==> src/rtl/axi_reg_access_arbiter.sv <==
// Round-robin arbiter that shares the register bank's internal operation port
// among several on-chip clients, each using a req/ack handshake.
module axi_reg_access_arbiter #(
  parameter int NUMBER_OF_CLIENTS   = 2,
  parameter int NUMBER_OF_REGISTERS = 6,
  parameter int C_S_AXI_DATA_WIDTH  = 32
) (
  input  logic                                            S_AXI_ACLK,
  input  logic                                            S_AXI_ARESETN,
  input  logic [NUMBER_OF_CLIENTS-1:0]                    client_req,
  input  logic [2*NUMBER_OF_CLIENTS-1:0]                  client_op,
  input  logic [8*NUMBER_OF_CLIENTS-1:0]                  client_reg,
  input  logic [C_S_AXI_DATA_WIDTH*NUMBER_OF_CLIENTS-1:0] client_wdata,
  output logic [NUMBER_OF_CLIENTS-1:0]                    client_ack,
  output logic                                            client_err,
  output logic [C_S_AXI_DATA_WIDTH-1:0]                   client_rdata,
  output logic                                            busy,
  output logic [1:0]                                      register_operation,
  output logic [7:0]                                      register_number,
  output logic [C_S_AXI_DATA_WIDTH-1:0]                   register_write,
  input  logic [C_S_AXI_DATA_WIDTH-1:0]                   register_read
);

  localparam int N  = NUMBER_OF_CLIENTS;
  localparam int DW = C_S_AXI_DATA_WIDTH;
  localparam int IW = (N > 1) ? $clog2(N) : 1;
  localparam logic [IW:0]   NUM_CLIENTS = (IW+1)'(N);
  localparam logic [IW-1:0] LAST_CLIENT = IW'(N - 1);
  localparam logic [7:0]    NUM_REGS    = 8'(NUMBER_OF_REGISTERS);
  localparam logic [1:0] OP_NONE     = 2'd0;
  localparam logic [1:0] OP_READ     = 2'd1;
  localparam logic [1:0] OP_WRITE    = 2'd2;
  localparam logic [1:0] OP_COMPLETE = 2'd3;

  typedef enum logic [2:0] {IDLE, ISSUE, CAPTURE, COMPLETE, ERROR_ACK} state_e;

  state_e        state_q, state_d;
  logic [IW-1:0] rrPtr_q, rrPtr_d;
  logic [IW-1:0] grant_q, grant_d;
  logic [1:0]    op_q, op_d;
  logic [1:0]    regOp_q, regOp_d;
  logic [7:0]    regNum_q, regNum_d;
  logic [DW-1:0] regWrite_q, regWrite_d;
  logic [N-1:0]  ack_q, ack_d;
  logic          err_q, err_d;
  logic [DW-1:0] rdata_q, rdata_d;
  logic          busy_q, busy_d;

  logic          reqFound;
  logic [IW-1:0] reqGrant;
  logic [IW:0]   searchIdx;
  logic [1:0]    selOp;
  logic [7:0]    selReg;
  logic [DW-1:0] selWdata;
  logic          selIllegal;
  logic [IW-1:0] nextPtr;

  // Priority starts at rrPtr and wraps, so the last-served client goes to the back of the line.
  always_comb begin
    reqFound  = 1'b0;
    reqGrant  = '0;
    searchIdx = '0;
    for (int k = 0; k < N; k++) begin
      searchIdx = {1'b0, rrPtr_q} + (IW+1)'(k);
      if (searchIdx >= NUM_CLIENTS) begin
        searchIdx = searchIdx - NUM_CLIENTS;
      end
      if (!reqFound && client_req[searchIdx[IW-1:0]]) begin
        reqFound = 1'b1;
        reqGrant = searchIdx[IW-1:0];
      end
    end
  end

  assign selOp      = client_op[int'(reqGrant)*2 +: 2];
  assign selReg     = client_reg[int'(reqGrant)*8 +: 8];
  assign selWdata   = client_wdata[int'(reqGrant)*DW +: DW];
  assign selIllegal = (selReg >= NUM_REGS) || !((selOp == OP_READ) || (selOp == OP_WRITE));
  assign nextPtr    = (grant_q == LAST_CLIENT) ? '0 : grant_q + 1'b1;

  always_comb begin
    state_d    = state_q;
    rrPtr_d    = rrPtr_q;
    grant_d    = grant_q;
    op_d       = op_q;
    regOp_d    = regOp_q;
    regNum_d   = regNum_q;
    regWrite_d = regWrite_q;
    ack_d      = '0;
    err_d      = err_q;
    rdata_d    = rdata_q;
    case (state_q)
      IDLE: begin
        regOp_d    = OP_NONE;
        regNum_d   = '0;
        regWrite_d = '0;
        if (reqFound) begin
          grant_d = reqGrant;
          op_d    = selOp;
          if (selIllegal) begin
            state_d         = ERROR_ACK;
            ack_d[reqGrant] = 1'b1;
            err_d           = 1'b1;
            rdata_d         = '0;
          end else begin
            state_d    = ISSUE;
            regOp_d    = selOp;
            regNum_d   = selReg;
            regWrite_d = (selOp == OP_WRITE) ? selWdata : '0;
          end
        end
      end
      ISSUE: begin
        state_d = CAPTURE;
        regOp_d = OP_NONE;
      end
      // Read data from the bank is valid now, one cycle after the read op.
      CAPTURE: begin
        state_d        = COMPLETE;
        regOp_d        = OP_COMPLETE;
        ack_d[grant_q] = 1'b1;
        err_d          = 1'b0;
        rdata_d        = (op_q == OP_READ) ? register_read : '0;
      end
      COMPLETE: begin
        state_d    = IDLE;
        regOp_d    = OP_NONE;
        regNum_d   = '0;
        regWrite_d = '0;
        rrPtr_d    = nextPtr;
      end
      ERROR_ACK: begin
        state_d = IDLE;
        rrPtr_d = nextPtr;
      end
      default: begin
        state_d = IDLE;
      end
    endcase
    busy_d = (state_d != IDLE);
  end

  always_ff @(posedge S_AXI_ACLK or negedge S_AXI_ARESETN) begin
    if (!S_AXI_ARESETN) begin
      state_q    <= IDLE;
      rrPtr_q    <= '0;
      grant_q    <= '0;
      op_q       <= '0;
      regOp_q    <= '0;
      regNum_q   <= '0;
      regWrite_q <= '0;
      ack_q      <= '0;
      err_q      <= 1'b0;
      rdata_q    <= '0;
      busy_q     <= 1'b0;
    end else begin
      state_q    <= state_d;
      rrPtr_q    <= rrPtr_d;
      grant_q    <= grant_d;
      op_q       <= op_d;
      regOp_q    <= regOp_d;
      regNum_q   <= regNum_d;
      regWrite_q <= regWrite_d;
      ack_q      <= ack_d;
      err_q      <= err_d;
      rdata_q    <= rdata_d;
      busy_q     <= busy_d;
    end
  end

  assign client_ack         = ack_q;
  assign client_err         = err_q;
  assign client_rdata       = rdata_q;
  assign busy               = busy_q;
  assign register_operation = regOp_q;
  assign register_number    = regNum_q;
  assign register_write     = regWrite_q;

endmodule

==> config.mk <==
export PLATFORM = sky130hd
export DESIGN_NAME = axi_reg_access_arbiter
export DESIGN_NICKNAME = d
export VERILOG_FILES = /design/src/rtl/axi_reg_access_arbiter.sv
export SDC_FILE = /design/constraint.sdc
export NUM_CORES = 1
export LEC_CHECK = 0
export ABC_AREA = 1
export BUFFER_PORTS_ARGS = -buffer_cell sky130_fd_sc_hd__buf_2
export CAP_MARGIN = 0
export CELL_PAD_IN_SITES_DETAIL_PLACEMENT = 0
export CELL_PAD_IN_SITES_GLOBAL_PLACEMENT = 1
export CORE_MARGIN = 8
export CORE_UTILIZATION = 33
export DETAILED_ROUTE_END_ITERATION = 12
export PLACE_DENSITY = 0.84
export SYNTH_ARGS = -nofsm -noshare
export SYNTH_HDL_FRONTEND = slang
export SYNTH_SLANG_ARGS = --single-unit
==> constraint.sdc <==
create_clock -name S_AXI_ACLK -period 2.4 [get_ports S_AXI_ACLK]
set_input_delay 0.48 -clock S_AXI_ACLK [delete_from_list [all_inputs] [get_ports S_AXI_ACLK]]
set_output_delay 0.48 -clock S_AXI_ACLK [all_outputs]
set_load 0.02 [all_outputs]
Yosys cells after proc, flatten, opt, wreduce, memory -nomap -nowiden

Index checks and enable logic that the tools add are counted.

Bits of input ports: 120
Register bits after elaboration: 85
Word-level logic and storage cells: 90
Output and inout port bits: 78

Reductions and logical operators: 16
Shift-type cells: 3
Add/subtract/negate cells: 4
Multiplexer cells: 38
Magnitude comparators: 9
Eq/ne operators: 9

Operator list:

| cell               | count |
|---|---|
| $mux 32            | 6 |
| $pmux 32 s2        | 2 |
| $shiftx 64x7->32   | 1 |
| $mux 8             | 2 |
| $pmux 8 s2         | 1 |
| $shiftx 16x5->8    | 1 |
| $mux 1             | 15 |
| $pmux 3 s3         | 1 |
| $ge 8x3->1 const B | 1 |
| $lt 1x2->1 const B | 4 |
| $mux 2             | 4 |
| $eq 3x2->1 const B | 2 |
| $mux 3             | 2 |
| $pmux 2 s3         | 1 |
| $reduce_bool 3->1  | 2 |
| $eq 2x1->1 const B | 2 |
| $ne 2x2->1 const B | 2 |
| $pmux 2 s2         | 1 |
| $reduce_bool 2->1  | 2 |
| $reduce_or 2->1    | 2 |
| $shiftx 4x3->2     | 1 |
| $eq 3x1->1 const B | 1 |
| $eq 3x3->1 const B | 1 |
| $logic_and 1x1->1  | 3 |
| 14 further kinds   | 19 |

Depth between registers and ports, before layout

Gate-level depths: netlist (run 1).

Depth after elaboration: 17
Mapped depth: 18
Depth with buffers taken out: 16

Worst setup path before layout (run 1)

OpenSTA, ideal clock, no wires.

Path type: in2reg
From: input client_req[1]
To: register err_q, in the netlist client_err
Data required time: 2.279 ns
Slack: 0.215 ns
Setup time: 0.121 ns
Cell stages on the path: 16
Path buffers: 3
Arrival time: 2.064 ns
Cells stage by stage: buf_4 -> nand2_4 -> buf_12 -> clkinv_1 -> nand2_1 -> nand2_1 -> ha_1 -> inv_1 -> nand2_1 -> nor2_1 -> nand2_1 -> inv_1 -> nand2_4 -> nand2_8 -> buf_12 -> a21oi_1

Cells in the longest elaborated chain, start to end: 13
Elaborated cells between the ends (all ways): 21
Classes of those cells: 1 x order compare; 4 x eq/ne; 2 x shift; 8 x mux; 6 x reduce/logical

Ends and longest elaborated chain:

| item                                            | RTL line | source |
|---|---|---|
| start, declared                                 | 10       | `input logic [NUMBER_OF_CLIENTS-1:0] client_req,` |
| $mux 1 (not written as such) (2 in a row)       | 68       | `if (!reqFound && client_req[searchIdx[IW-1:0]]) begin` |
| $mux 1                                          | 68       |  |
| $logic_not 1->1                                 | 68       |  |
| $logic_and 1x1->1                               | 68       |  |
| $mux 1 (*)                                      | 68       |  |
| $shiftx 4x3->2 (*)                              | 75       | `assign selOp = client_op[int'(reqGrant)*2 +: 2];` |
| via selOp[1]                                    | 52       | `logic [1:0] selOp;` |
| $eq 2x1->1 / $eq 2x2->1 (equally long branches) | 78       | `assign selIllegal = (selReg >= NUM_REGS) \|\| !((selOp == OP_READ) \|\| (selOp == OP_WRITE));` |
| $logic_or 1x1->1 (*)                            | 78       |  |
| $logic_not 1->1 (*)                             | 78       |  |
| $logic_or 1x1->1 (*)                            | 78       |  |
| $ne 2x2->1 (no source line) (*)                 | n/a      |  |
| $reduce_and 3->1 (no source line) (*)           | n/a      |  |
| end signal, assigned                            | 165      | `err_q <= err_d;` |
| end, declared                                   | 45       | `logic err_q, err_d;` |

The timed path passes the listed nets; every way through them passes the cells marked *. The select of a mux whose other input is x is not followed.
A chain may end at the register's enable or synchronous reset.

Worst setup path after layout (run 1)

From: register rrPtr_q
To: register rdata_q[1], in the netlist client_rdata[1]

Cells in the longest elaborated chain, start to end: 15
Elaborated cells between the ends (all ways): 28
Classes of those cells: 3 x add/sub; 3 x order compare; 4 x eq/ne; 2 x shift; 10 x mux; 6 x reduce/logical

Ends and longest elaborated chain:

| item                                                | RTL line | source |
|---|---|---|
| start, declared                                     | 38       | `logic [IW-1:0] rrPtr_q, rrPtr_d;` |
| start signal, assigned                              | 158      | `rrPtr_q <= rrPtr_d;` |
| branches (longest 14 deep; another with $ge 8x3->1) | n/a      |  |
| $reduce_and 3->1 (no source line) (*)               | n/a      |  |
| end signal, assigned                                | 166      | `rdata_q <= rdata_d;` |
| end, declared                                       | 46       | `logic [DW-1:0] rdata_q, rdata_d;` |

Mark *: on every way between the ends. The select of a mux whose other input is x is not followed.

==> results of run 1 <==
-- how the worst max path moves through the flow --
| stage | from | end | slack [ns] |
|---|---|---|---|
| 3_5_place_dp | client_req[0] | client_rdata[1]$_DFFE_PN0P_ | 0.07 |
| 2_1_floorplan | client_req[1] | client_err$_DFFE_PN0P_ | 0.22 |
| 3_3_place_gp | client_req[0] | client_ack[0]$_DFF_PN0_ | 0.17 |
| 4_1_cts | rrPtr_q$_DFFE_PN0P_ | client_rdata[1]$_DFFE_PN0P_ | 0.14 |
| 6_report | rrPtr_q$_DFFE_PN0P_ | client_rdata[1]$_DFFE_PN0P_ | 0.18 |
| 5_1_grt | rrPtr_q$_DFFE_PN0P_ | client_rdata[3]$_DFFE_PN0P_ | 0.008 |
-- worst reg2reg max path, stage by stage (launching register included) --
cell	delay [ns]
dfrtp_1	0.36
inv_1	0.14
nand2_4	0.11
nand2_4	0.14
mux2i_1	0.27
ha_1	0.27
inv_1	0.05
nand2_1	0.04
nor2_1	0.08
nand2_1	0.06
inv_1	0.09
nand2_4	0.08
nand2_8	0.25
nand3_1	0.13
nand2_1	0.08
-- cell families (layout without fill, tap and decap cells) --
| group | count (synthesis) | count (layout) | synth area share, % |
|---|---|---|---|
| AO/OA/AOI/OAI | 47 | 47 | 6.865 |
| adder cells (fa/ha/maj) | 1 | 1 | 0.2971 |
| flip-flops | 85 | 85 | 50.52 |
| buffers and inverters | 52 | 251 | 6.865 |
| multiplexers | 1 | 1 | 0.2378 |
| AND/OR/NAND/NOR | 326 | 326 | 35.22 |
-- cells in the final DEF, fill, tap and decap left out, types with 2 or more instances in the layout --
master / netlist / final
a21oi_1: 4 / 4
buf_2: 14 / 196
buf_4: 3 / 12
clkbuf_16: 0 / 9
clkinv_1: 2 / 2
clkinv_4: 0 / 2
dfrtp_1: 85 / 85
inv_1: 24 / 24
nand2_1: 264 / 263
nand2_2: 3 / 4
nand2_4: 3 / 3
nand3_1: 9 / 9
nand3_2: 28 / 28
nand3b_1: 3 / 3
nor2_1: 11 / 10
nor2_2: 2 / 3
o21ai_0: 7 / 7
o21ai_1: 20 / 20
o21ai_2: 13 / 13
-- layer usage --
layer / GRT usage, % / part of all wire, % / wire length [um]
met1: 17.23 / 42 / 5114
met2: 23.83 / 47 / 5749
met3: 4.675 / 9.6 / 1165
met4: 5.943 / 0.88 / 107
met5: 0 / 0 / 0
-- area by class of cell --
type	count	area share (%)
inverters	26	1.733
multi-input cells	375	31.94
clock inverters	5	1.066
clock buffers	11	4.309
flip-flops and latches	85	37.76
well taps	172	3.821
repair buffers	209	19.37
-- registers in the layout, indices dropped and copies added (netlist names) --
| register | cells |
|---|---|
| client_rdata | 32 |
| client_err | 1 |
| grant_q | 1 |
| rrPtr_q | 1 |
| op_q | 2 |
| client_ack | 2 |
| register_write | 32 |
| register_operation | 2 |
| busy | 1 |
| register_number | 8 |
| state_q | 3 |
-- per-stage QoR --
stage          worst slack (ns)  utilization, %
6_report                 0.1757           45.00
4_1_cts                  0.1447           45.00
3_5_place_dp            0.06600           42.58
3_3_place_gp             0.1654           42.58
2_1_floorplan            0.2154               -
5_1_grt                0.007905           45.00
-- power by group through the flow --
stage | clock network (mW) | registers (mW) | logic, mW
after floorplan | 0 | 1.73 | 0.885
after global placement | 0 | 1.65 | 1.26
after global routing | 1.49 | 1.64 | 1.41
final | 1.38 | 1.62 | 1.26
after CTS | 1.43 | 1.62 | 1.28
after detailed placement | 0 | 1.65 | 1.28
==> report_table.html, run 1 <==
<table>
<tr><th>Metric</th><th>Value</th></tr>
<tr><th colspan="2">Outcome</th></tr>
<tr><td>Status</td><td>finished clean</td></tr>
<tr><th colspan="2">Power and ir drop</th></tr>
<tr><td>PwrDens</td><td>757.0 mW/mm^2</td></tr>
<tr><td>Maximum resistive drop on vdd</td><td>0.0003302 V</td></tr>
<tr><td>Clock share of power</td><td>32.5%</td></tr>
<tr><td>Combinational power share</td><td>29.5%</td></tr>
<tr><td>Total power</td><td>4.264 mW</td></tr>
<tr><td>Internal power consumption</td><td>2.761 mW</td></tr>
<tr><td>Reported leakage power</td><td>3.255 nW</td></tr>
<tr><td>Net load switching power</td><td>1.504 mW</td></tr>
<tr><td>Register share of total power</td><td>38.1%</td></tr>
<tr><td>Sw Share</td><td>35.26%</td></tr>
<tr><th colspan="2">Setup path</th></tr>
<tr><td>Gate family responsible for the most delay along the worst path</td><td>simple AND/OR/NAND/NOR gates</td></tr>
<tr><td>CP Class</td><td>reg -&gt; reg</td></tr>
<tr><td>Register-to-register setup slack</td><td>0.18 ns</td></tr>
<tr><td>Crit path max fanout</td><td>35</td></tr>
<tr><td>Critical Path AT</td><td>2.49 ns</td></tr>
<tr><td>Worst path max stage delay</td><td>0.36 ns</td></tr>
<tr><td>Destination of the worst register-to-register timing path</td><td>client_rdata[1]$_DFFE_PN0P_</td></tr>
<tr><td>Endpoint required time on the critical path</td><td>2.67 ns</td></tr>
<tr><td>Cell count of the worst reg-to-reg path</td><td>14</td></tr>
<tr><td>Type of destination of the critical path</td><td>flop</td></tr>
<tr><td>Depth of the critical timing path with buffers and inverters included</td><td>14</td></tr>
<tr><td>Slowest cell on crit path</td><td>dfrtp_1</td></tr>
<tr><td>Cell chain of the critical path</td><td>inv_1 -&gt; nand2_4 -&gt; nand2_4 -&gt; mux2i_1 -&gt; ha_1 -&gt; inv_1 -&gt; nand2_1 -&gt; nor2_1 -&gt; nand2_1 -&gt; inv_1 -&gt; nand2_4 -&gt; nand2_8 -&gt; nand3_1 -&gt; nand2_1</td></tr>
<tr><td>RR Startpoint</td><td>rrPtr_q$_DFFE_PN0P_</td></tr>
<tr><td>Worst setup SP type</td><td>flop</td></tr>
<tr><td>Crit path buffers/inverters</td><td>3</td></tr>
<tr><th colspan="2">Drt</th></tr>
<tr><td>Drt total wl</td><td>12,140 um</td></tr>
<tr><td>Post-route ant nets</td><td>0</td></tr>
<tr><td>Detailed Route Iter0 Violations</td><td>230</td></tr>
<tr><td>Wire per inst</td><td>13.75 um</td></tr>
<tr><td>Post-DR vias/cell</td><td>4.438</td></tr>
<tr><td>Routed vias</td><td>3,919</td></tr>
<tr><td>DRC</td><td>0</td></tr>
<tr><td>Length of the first detailed-routing pass in iterations</td><td>5</td></tr>
<tr><th colspan="2">Placement</th></tr>
<tr><td>DP HPWL</td><td>9604 um</td></tr>
<tr><td>Instance area after placement</td><td>0.005330 sq mm</td></tr>
<tr><td>Number of cells in the design after placement</td><td>867</td></tr>
<tr><td>RD Place Congestion</td><td>0.8327</td></tr>
<tr><td>PortBufs</td><td>197</td></tr>
<tr><th colspan="2">Clocking</th></tr>
<tr><td>H-tree levels</td><td>3</td></tr>
<tr><td>Number of cells upsized or downsized after cts</td><td>0</td></tr>
<tr><td>Clock tree from TritonCTS</td><td>built</td></tr>
<tr><td>Worst-skew pair later-pin latency</td><td>0.33 ns</td></tr>
<tr><td>CTS buffer count</td><td>9</td></tr>
<tr><td>Buffers from clock root to sink, at most</td><td>2</td></tr>
<tr><td>TritonCTS sink count</td><td>85</td></tr>
<tr><td>Clock slew seen by the registers of the worst setup and hold paths</td><td>0.06 ns</td></tr>
<tr><td>Clock root buffer</td><td>clkbuf_16</td></tr>
<tr><td>Total of hold buffers inserted after clock tree synthesis</td><td>0</td></tr>
<tr><td>Number of setup buffers added after CTS</td><td>0</td></tr>
<tr><th colspan="2">Floorplan</th></tr>
<tr><td>Chip width</td><td>129.0 um</td></tr>
<tr><td>Floorplan Core Area</td><td>0.01252 sq mm</td></tr>
<tr><td>Initial standard-cell utilization of the core</td><td>33.64%</td></tr>
<tr><td>Number of top-level pins</td><td>198</td></tr>
<tr><td>Std-Cell Rows</td><td>41</td></tr>
<tr><td>Total Die Area</td><td>0.01663 sq mm</td></tr>
<tr><td>Die Span Y</td><td>129.0 um</td></tr>
<tr><th colspan="2">Timing</th></tr>
<tr><td>Final hold slack</td><td>0.1450 ns</td></tr>
<tr><td>Min cycle time layout</td><td>2.224 ns</td></tr>
<tr><td>Max frequency</td><td>449.6 MHz</td></tr>
<tr><td>Final number of setup-violating endpoints</td><td>0</td></tr>
<tr><td>Setup repair after global routing missed its margin</td><td>false</td></tr>
<tr><td>Slew HR</td><td>62.58%</td></tr>
<tr><td>Number of max-slew violations in the final report</td><td>0</td></tr>
<tr><td>Final critical-path share of the clock period</td><td>92.68%</td></tr>
<tr><td>Setup TNS</td><td>0 ns</td></tr>
<tr><td>Transition time of the tightest slew-check pin</td><td>0.5613 ns</td></tr>
<tr><td>Total count of hold-check failures in the final report</td><td>0</td></tr>
<tr><td>Clock skew after layout</td><td>0.006022 ns</td></tr>
<tr><th colspan="2">Yosys</th></tr>
<tr><td>Area fraction of the dominant cell type after synthesis</td><td>50.52%</td></tr>
<tr><td>Netlist cell types</td><td>27</td></tr>
<tr><td>Syn Area/Cell</td><td>8.223 sq um</td></tr>
<tr><td>Top cell type by total area after synthesis</td><td>dfrtp_1</td></tr>
<tr><td>Yosys reg bits</td><td>85</td></tr>
<tr><td>Yosys warnings</td><td>0</td></tr>
<tr><td>Synthesized netlist net count</td><td>633</td></tr>
<tr><td>Leading cell types by total area after synthesis</td><td>dfrtp_1 51%, nand2_1 24%, nand3_2 6.7%</td></tr>
<tr><td>Syn Inst Count</td><td>512</td></tr>
<tr><td>Dominant register cell in the synthesized netlist</td><td>dfrtp_1</td></tr>
<tr><td>Cell types with the highest counts after synthesis</td><td>264 x nand2_1, 85 x dfrtp_1, 28 x nand3_2</td></tr>
<tr><td>Cell Area, Synth</td><td>0.004210 sq mm</td></tr>
<tr><td>Part of the Yosys area used for sequential elements</td><td>50.52%</td></tr>
<tr><td>Cell with the most instances after synthesis</td><td>nand2_1</td></tr>
<tr><td>Number of synthesized flops with an enable pin</td><td>0</td></tr>
<tr><td>Proportion of synthesized flip-flops having asynchronous set or reset</td><td>100.0%</td></tr>
<tr><th colspan="2">Final layout</th></tr>
<tr><td>Number of nets in the finished design</td><td>827</td></tr>
<tr><td>Count of filler cells inserted in the layout</td><td>1,297</td></tr>
<tr><td>Antenna fix cells</td><td>0</td></tr>
<tr><td>Non-filler instance count after layout</td><td>883</td></tr>
<tr><td>Layout overhead on the synthesized area</td><td>33.79%</td></tr>
<tr><td>Multi-input logic area</td><td>0.001799 sq mm</td></tr>
<tr><td>Register Area</td><td>0.002127 sq mm</td></tr>
<tr><td>Share of layout cells above drive strength 1</td><td>39.10%</td></tr>
<tr><td>Post-layout instance area</td><td>0.005633 sq mm</td></tr>
<tr><th colspan="2">GRT</th></tr>
<tr><td>Pin count of the biggest net entering global routing</td><td>47</td></tr>
<tr><td>First-pass GRT wire length</td><td>19,410 um</td></tr>
<tr><td>Number of antenna violations at the first check in global routing</td><td>0</td></tr>
<tr><td>Final global-route overflow total</td><td>0</td></tr>
<tr><td>All-layer global routing usage</td><td>14.52%</td></tr>
<tr><td>Vias in the first global route</td><td>4,008</td></tr>
<tr><th colspan="2">Run</th></tr>
<tr><td>MaxCap Viol Count</td><td>0</td></tr>
<tr><th colspan="2">Hold path</th></tr>
<tr><td>Type of the most critical hold path</td><td>in -&gt; async</td></tr>
</table>
No activity file was read; power rests on OpenSTA's default activity.
==> run 2, diff against run 1 <==
--- a/config.mk
+++ b/config.mk
@@ -13,7 +13,7 @@
 export CORE_MARGIN = 8
 export CORE_UTILIZATION = 33
 export DETAILED_ROUTE_END_ITERATION = 12
-export PLACE_DENSITY = 0.84
+export PLACE_DENSITY = 0.9
 export SYNTH_ARGS = -nofsm -noshare
 export SYNTH_HDL_FRONTEND = slang
 export SYNTH_SLANG_ARGS = --single-unit
==> report_table.html, run 2 (synthesized netlist as in run 1, its figures left out) <==
<table>
<tr><th>Metric</th><th>Value</th></tr>
<tr><th colspan="2">Placement</th></tr>
<tr><td>DP HPWL</td><td>9111 um (-5.1%)</td></tr>
<tr><td>PortBufs</td><td>197 (unchanged)</td></tr>
<tr><td>RD Place Congestion</td><td>0.7705 (-7.5%)</td></tr>
<tr><th colspan="2">Power and ir drop</th></tr>
<tr><td>Total power</td><td>4.213 mW (-1.2%)</td></tr>
<tr><td>Register share of total power</td><td>38.5% (+0.4 points)</td></tr>
<tr><td>PwrDens</td><td>745.5 mW/mm^2 (-1.5%)</td></tr>
<tr><td>Sw Share</td><td>37.04% (+1.8 points)</td></tr>
<tr><td>Internal power consumption</td><td>2.653 mW (-3.9%)</td></tr>
<tr><td>Clock share of power</td><td>30.9% (-1.6 points)</td></tr>
<tr><td>Net load switching power</td><td>1.561 mW (+3.8%)</td></tr>
<tr><td>Maximum resistive drop on vdd</td><td>0.0003428 V (+3.8%)</td></tr>
<tr><td>Reported leakage power</td><td>3.254 nW (about the same)</td></tr>
<tr><td>Combinational power share</td><td>30.5% (+1.0 points)</td></tr>
<tr><th colspan="2">Setup path</th></tr>
<tr><td>Worst path max stage delay</td><td>0.36 ns (about the same)</td></tr>
<tr><td>Crit path max fanout</td><td>23 (-34%)</td></tr>
<tr><td>Start point of the critical path</td><td>rrPtr_q$_DFFE_PN0P_</td></tr>
<tr><td>Cell chain of the critical path</td><td>inv_1 -&gt; nand2_4 -&gt; nand2_4 -&gt; mux2i_1 -&gt; ha_1 -&gt; inv_1 -&gt; nand2_1 -&gt; nor2_1 -&gt; nand2_1 -&gt; inv_1 -&gt; nand2_4 -&gt; buf_12 -&gt; o21ai_0</td></tr>
<tr><td>Endpoint required time on the critical path</td><td>2.65 ns (-0.02 ns)</td></tr>
<tr><td>Type of destination of the critical path</td><td>flop</td></tr>
<tr><td>Critical Path AT</td><td>2.41 ns (-0.08 ns)</td></tr>
<tr><td>Slowest cell on crit path</td><td>dfrtp_1</td></tr>
<tr><td>RR Startpoint</td><td>rrPtr_q$_DFFE_PN0P_</td></tr>
<tr><td>Worst setup SP type</td><td>flop</td></tr>
<tr><td>CP Class</td><td>reg -&gt; reg</td></tr>
<tr><th colspan="2">Floorplan</th></tr>
<tr><td>Number of top-level pins</td><td>198 (unchanged)</td></tr>
<tr><td>Total Die Area</td><td>0.01663 sq mm (unchanged)</td></tr>
<tr><td>Std-Cell Rows</td><td>41 (unchanged)</td></tr>
<tr><td>Chip width</td><td>129.0 um (unchanged)</td></tr>
<tr><td>Die Span Y</td><td>129.0 um (unchanged)</td></tr>
<tr><td>Initial standard-cell utilization of the core</td><td>33.64% (unchanged)</td></tr>
<tr><td>Floorplan Core Area</td><td>0.01252 sq mm (unchanged)</td></tr>
<tr><th colspan="2">Final layout</th></tr>
<tr><td>Number of nets in the finished design</td><td>827 (unchanged)</td></tr>
<tr><td>Antenna fix cells</td><td>0 (unchanged)</td></tr>
<tr><td>Most common cell after layout, fill and taps aside</td><td>nand2_1</td></tr>
<tr><td>Share of layout cells above drive strength 1</td><td>39.24% (+0.14 points)</td></tr>
<tr><td>Layout overhead on the synthesized area</td><td>34.23%</td></tr>
<tr><td>Highest-count cells in the layout ignoring fill and taps</td><td>263 x nand2_1, 196 x buf_2, 85 x dfrtp_1</td></tr>
<tr><th colspan="2">GRT</th></tr>
<tr><td>All-layer global routing usage</td><td>14.71% (+0.19 points)</td></tr>
<tr><td>Number of antenna violations at the first check in global routing</td><td>0 (unchanged)</td></tr>
<tr><td>Vias in the first global route</td><td>3,972 (-0.90%)</td></tr>
<tr><td>Pin count of the biggest net entering global routing</td><td>51 (+8.5%)</td></tr>
<tr><td>First-pass GRT wire length</td><td>19,670 um (+1.3%)</td></tr>
<tr><td>Final global-route overflow total</td><td>0 (unchanged)</td></tr>
<tr><th colspan="2">Run</th></tr>
<tr><td>MaxCap Viol Count</td><td>0 (unchanged)</td></tr>
<tr><th colspan="2">Clocking</th></tr>
<tr><td>CTS buffer count</td><td>9 (unchanged)</td></tr>
<tr><td>Worst-skew pair later-pin latency</td><td>0.34 ns (about the same)</td></tr>
<tr><td>Clock tree from TritonCTS</td><td>built</td></tr>
<tr><td>H-tree levels</td><td>3 (unchanged)</td></tr>
<tr><td>Total of hold buffers inserted after clock tree synthesis</td><td>0 (unchanged)</td></tr>
<tr><td>TritonCTS sink count</td><td>85 (unchanged)</td></tr>
<tr><td>Buffers from clock root to sink, at most</td><td>2 (unchanged)</td></tr>
<tr><td>Clock root buffer</td><td>clkbuf_16</td></tr>
<tr><td>Clock slew seen by the registers of the worst setup and hold paths</td><td>0.07 ns (about the same)</td></tr>
<tr><th colspan="2">Drt</th></tr>
<tr><td>Detailed Route Iter0 Violations</td><td>176 (-23%)</td></tr>
<tr><td>Wire per inst</td><td>13.63 um (-0.87%)</td></tr>
<tr><td>Routed vias</td><td>3,875 (-1.1%)</td></tr>
<tr><td>Length of the first detailed-routing pass in iterations</td><td>7 (+2)</td></tr>
<tr><td>Post-DR vias/cell</td><td>4.388 (-1.1%)</td></tr>
<tr><td>Post-route ant nets</td><td>0 (unchanged)</td></tr>
<tr><td>DRC</td><td>0 (unchanged)</td></tr>
<tr><td>Drt total wl</td><td>12,030 um (-0.87%)</td></tr>
<tr><th colspan="2">Timing</th></tr>
<tr><td>Min cycle time layout</td><td>2.156 ns (-0.06817 ns)</td></tr>
<tr><td>Final critical-path share of the clock period</td><td>89.84% (-2.8 points)</td></tr>
<tr><td>Clock skew after layout</td><td>0.008395 ns (+0.002373 ns)</td></tr>
<tr><td>Setup repair after global routing missed its margin</td><td>false</td></tr>
<tr><td>Final number of setup-violating endpoints</td><td>0 (unchanged)</td></tr>
<tr><td>Number of max-slew violations in the final report</td><td>0 (unchanged)</td></tr>
<tr><td>Setup TNS</td><td>0 ns (unchanged)</td></tr>
<tr><td>Transition time of the tightest slew-check pin</td><td>0.4759 ns (-0.08537 ns)</td></tr>
<tr><td>Total count of hold-check failures in the final report</td><td>0 (unchanged)</td></tr>
<tr><td>Slew HR</td><td>68.27% (+5.7 points)</td></tr>
<tr><td>Max frequency</td><td>463.8 MHz (+3.2%)</td></tr>
<tr><th colspan="2">Outcome</th></tr>
<tr><td>Status</td><td>finished clean</td></tr>
<tr><th colspan="2">Hold path</th></tr>
<tr><td>Type of the most critical hold path</td><td>in -&gt; async</td></tr>
</table>
-- run 2: changes by cell type in the layout (fill, tap and decap cells not counted) --
cell        before  now
clkinv_2         1    0
clkinv_4         2    3
buf_12           1    3
clkbuf_8         1    0
nand2_8          1    2
clkinvlp_4       1    2
bufinv_16        1    0
buf_4           12    9
inv_6            0    2
clkbuf_1         1    0
-- run 2: path summary, 6_finish.rpt --
kind,slack (ns),end,depth (start not counted)
worst max-delay path,0.24,register_write[18]$_DFFE_PN0P_,13
worst min register to register,0.48,register_write[5]$_DFFE_PN0P_,2
worst min-delay path,0.1,register_write[25]$_DFFE_PN0P_,1
max in group asynchronous,1.68,client_rdata[16]$_DFFE_PN0P_,2
worst max register to register,0.24,register_write[18]$_DFFE_PN0P_,13
min in group S_AXI_ACLK,0.34,client_rdata[28]$_DFFE_PN0P_,3
-- run 2: critical path: cells and delay by family, from the launching register on --
| kind | cells | cell delay [ns] |
|---|---|---|
| buffers and inverters | 4 | 0.45 |
| AND/OR/NAND/NOR | 6 | 0.54 |
| adder cells (fa/ha/maj) | 1 | 0.27 |
| multiplexers | 1 | 0.27 |
| flip-flops | 1 | 0.36 |
| AO/OA/AOI/OAI | 1 | 0.16 |
-- run 2: repair_timing --
item                                    CTS  global route
buffers inserted                          0             0
hold endpoints to repair                  0             0
gates resized for setup                   0             1
endpoints found under the setup margin    0             2
-- run 2: layout make-up --
class | instances | area [sq um]
inverter | 26 | 97.59
tap | 172 | 215.2
multi-input combinational | 376 | 1819
fill | 1342 | 6865
timing repair buffer | 208 | 1109
clock buffer | 9 | 225.2
sequential | 85 | 2127
clock inverter | 7 | 58.81
-- run 2: power by group through the flow --
| stage | clock, mW | combinational [mW] | sequential, mW |
|---|---|---|---|
| floorplan | 0 | 0.885 | 1.73 |
| global placement | 0 | 1.28 | 1.65 |
| detailed placement | 0 | 1.27 | 1.65 |
| CTS | 1.35 | 1.28 | 1.63 |
| global route | 1.42 | 1.46 | 1.64 |
| finish | 1.30 | 1.29 | 1.62 |
-- run 2: layer usage --
| metal | vias to the layer above | share of wire (%) | global-route usage (%) |
|---|---|---|---|
| met1 | 1737 | 44 | 18.53 |
| met2 | 142 | 45 | 23.00 |
| met3 | 9 | 9.3 | 5.337 |
| met5 | - | 0 | 0 |
| met4 | 0 | 1.1 | 4.630 |
| li1 | 1987 | - | - |
-- run 2: metrics by stage --
stage / area (sq um) / setup slack [ns] / cells / hold WS [ns] / util [%]
after CTS: 5632 / 0.1609 / 882 / 0.1068 / 44.99
after detailed placement: 5348 / 0.09189 / 866 / 0.4635 / 42.72
final: 5652 / 0.2439 / 883 / 0.09857 / 45.15
after global placement: 5348 / 0.1506 / 866 / 0.4590 / 42.72
after floorplan: 4210 / 0.2154 / 512 / 0.1844 / -
after global routing: 5652 / 0.05045 / 883 / 0.1242 / 45.15
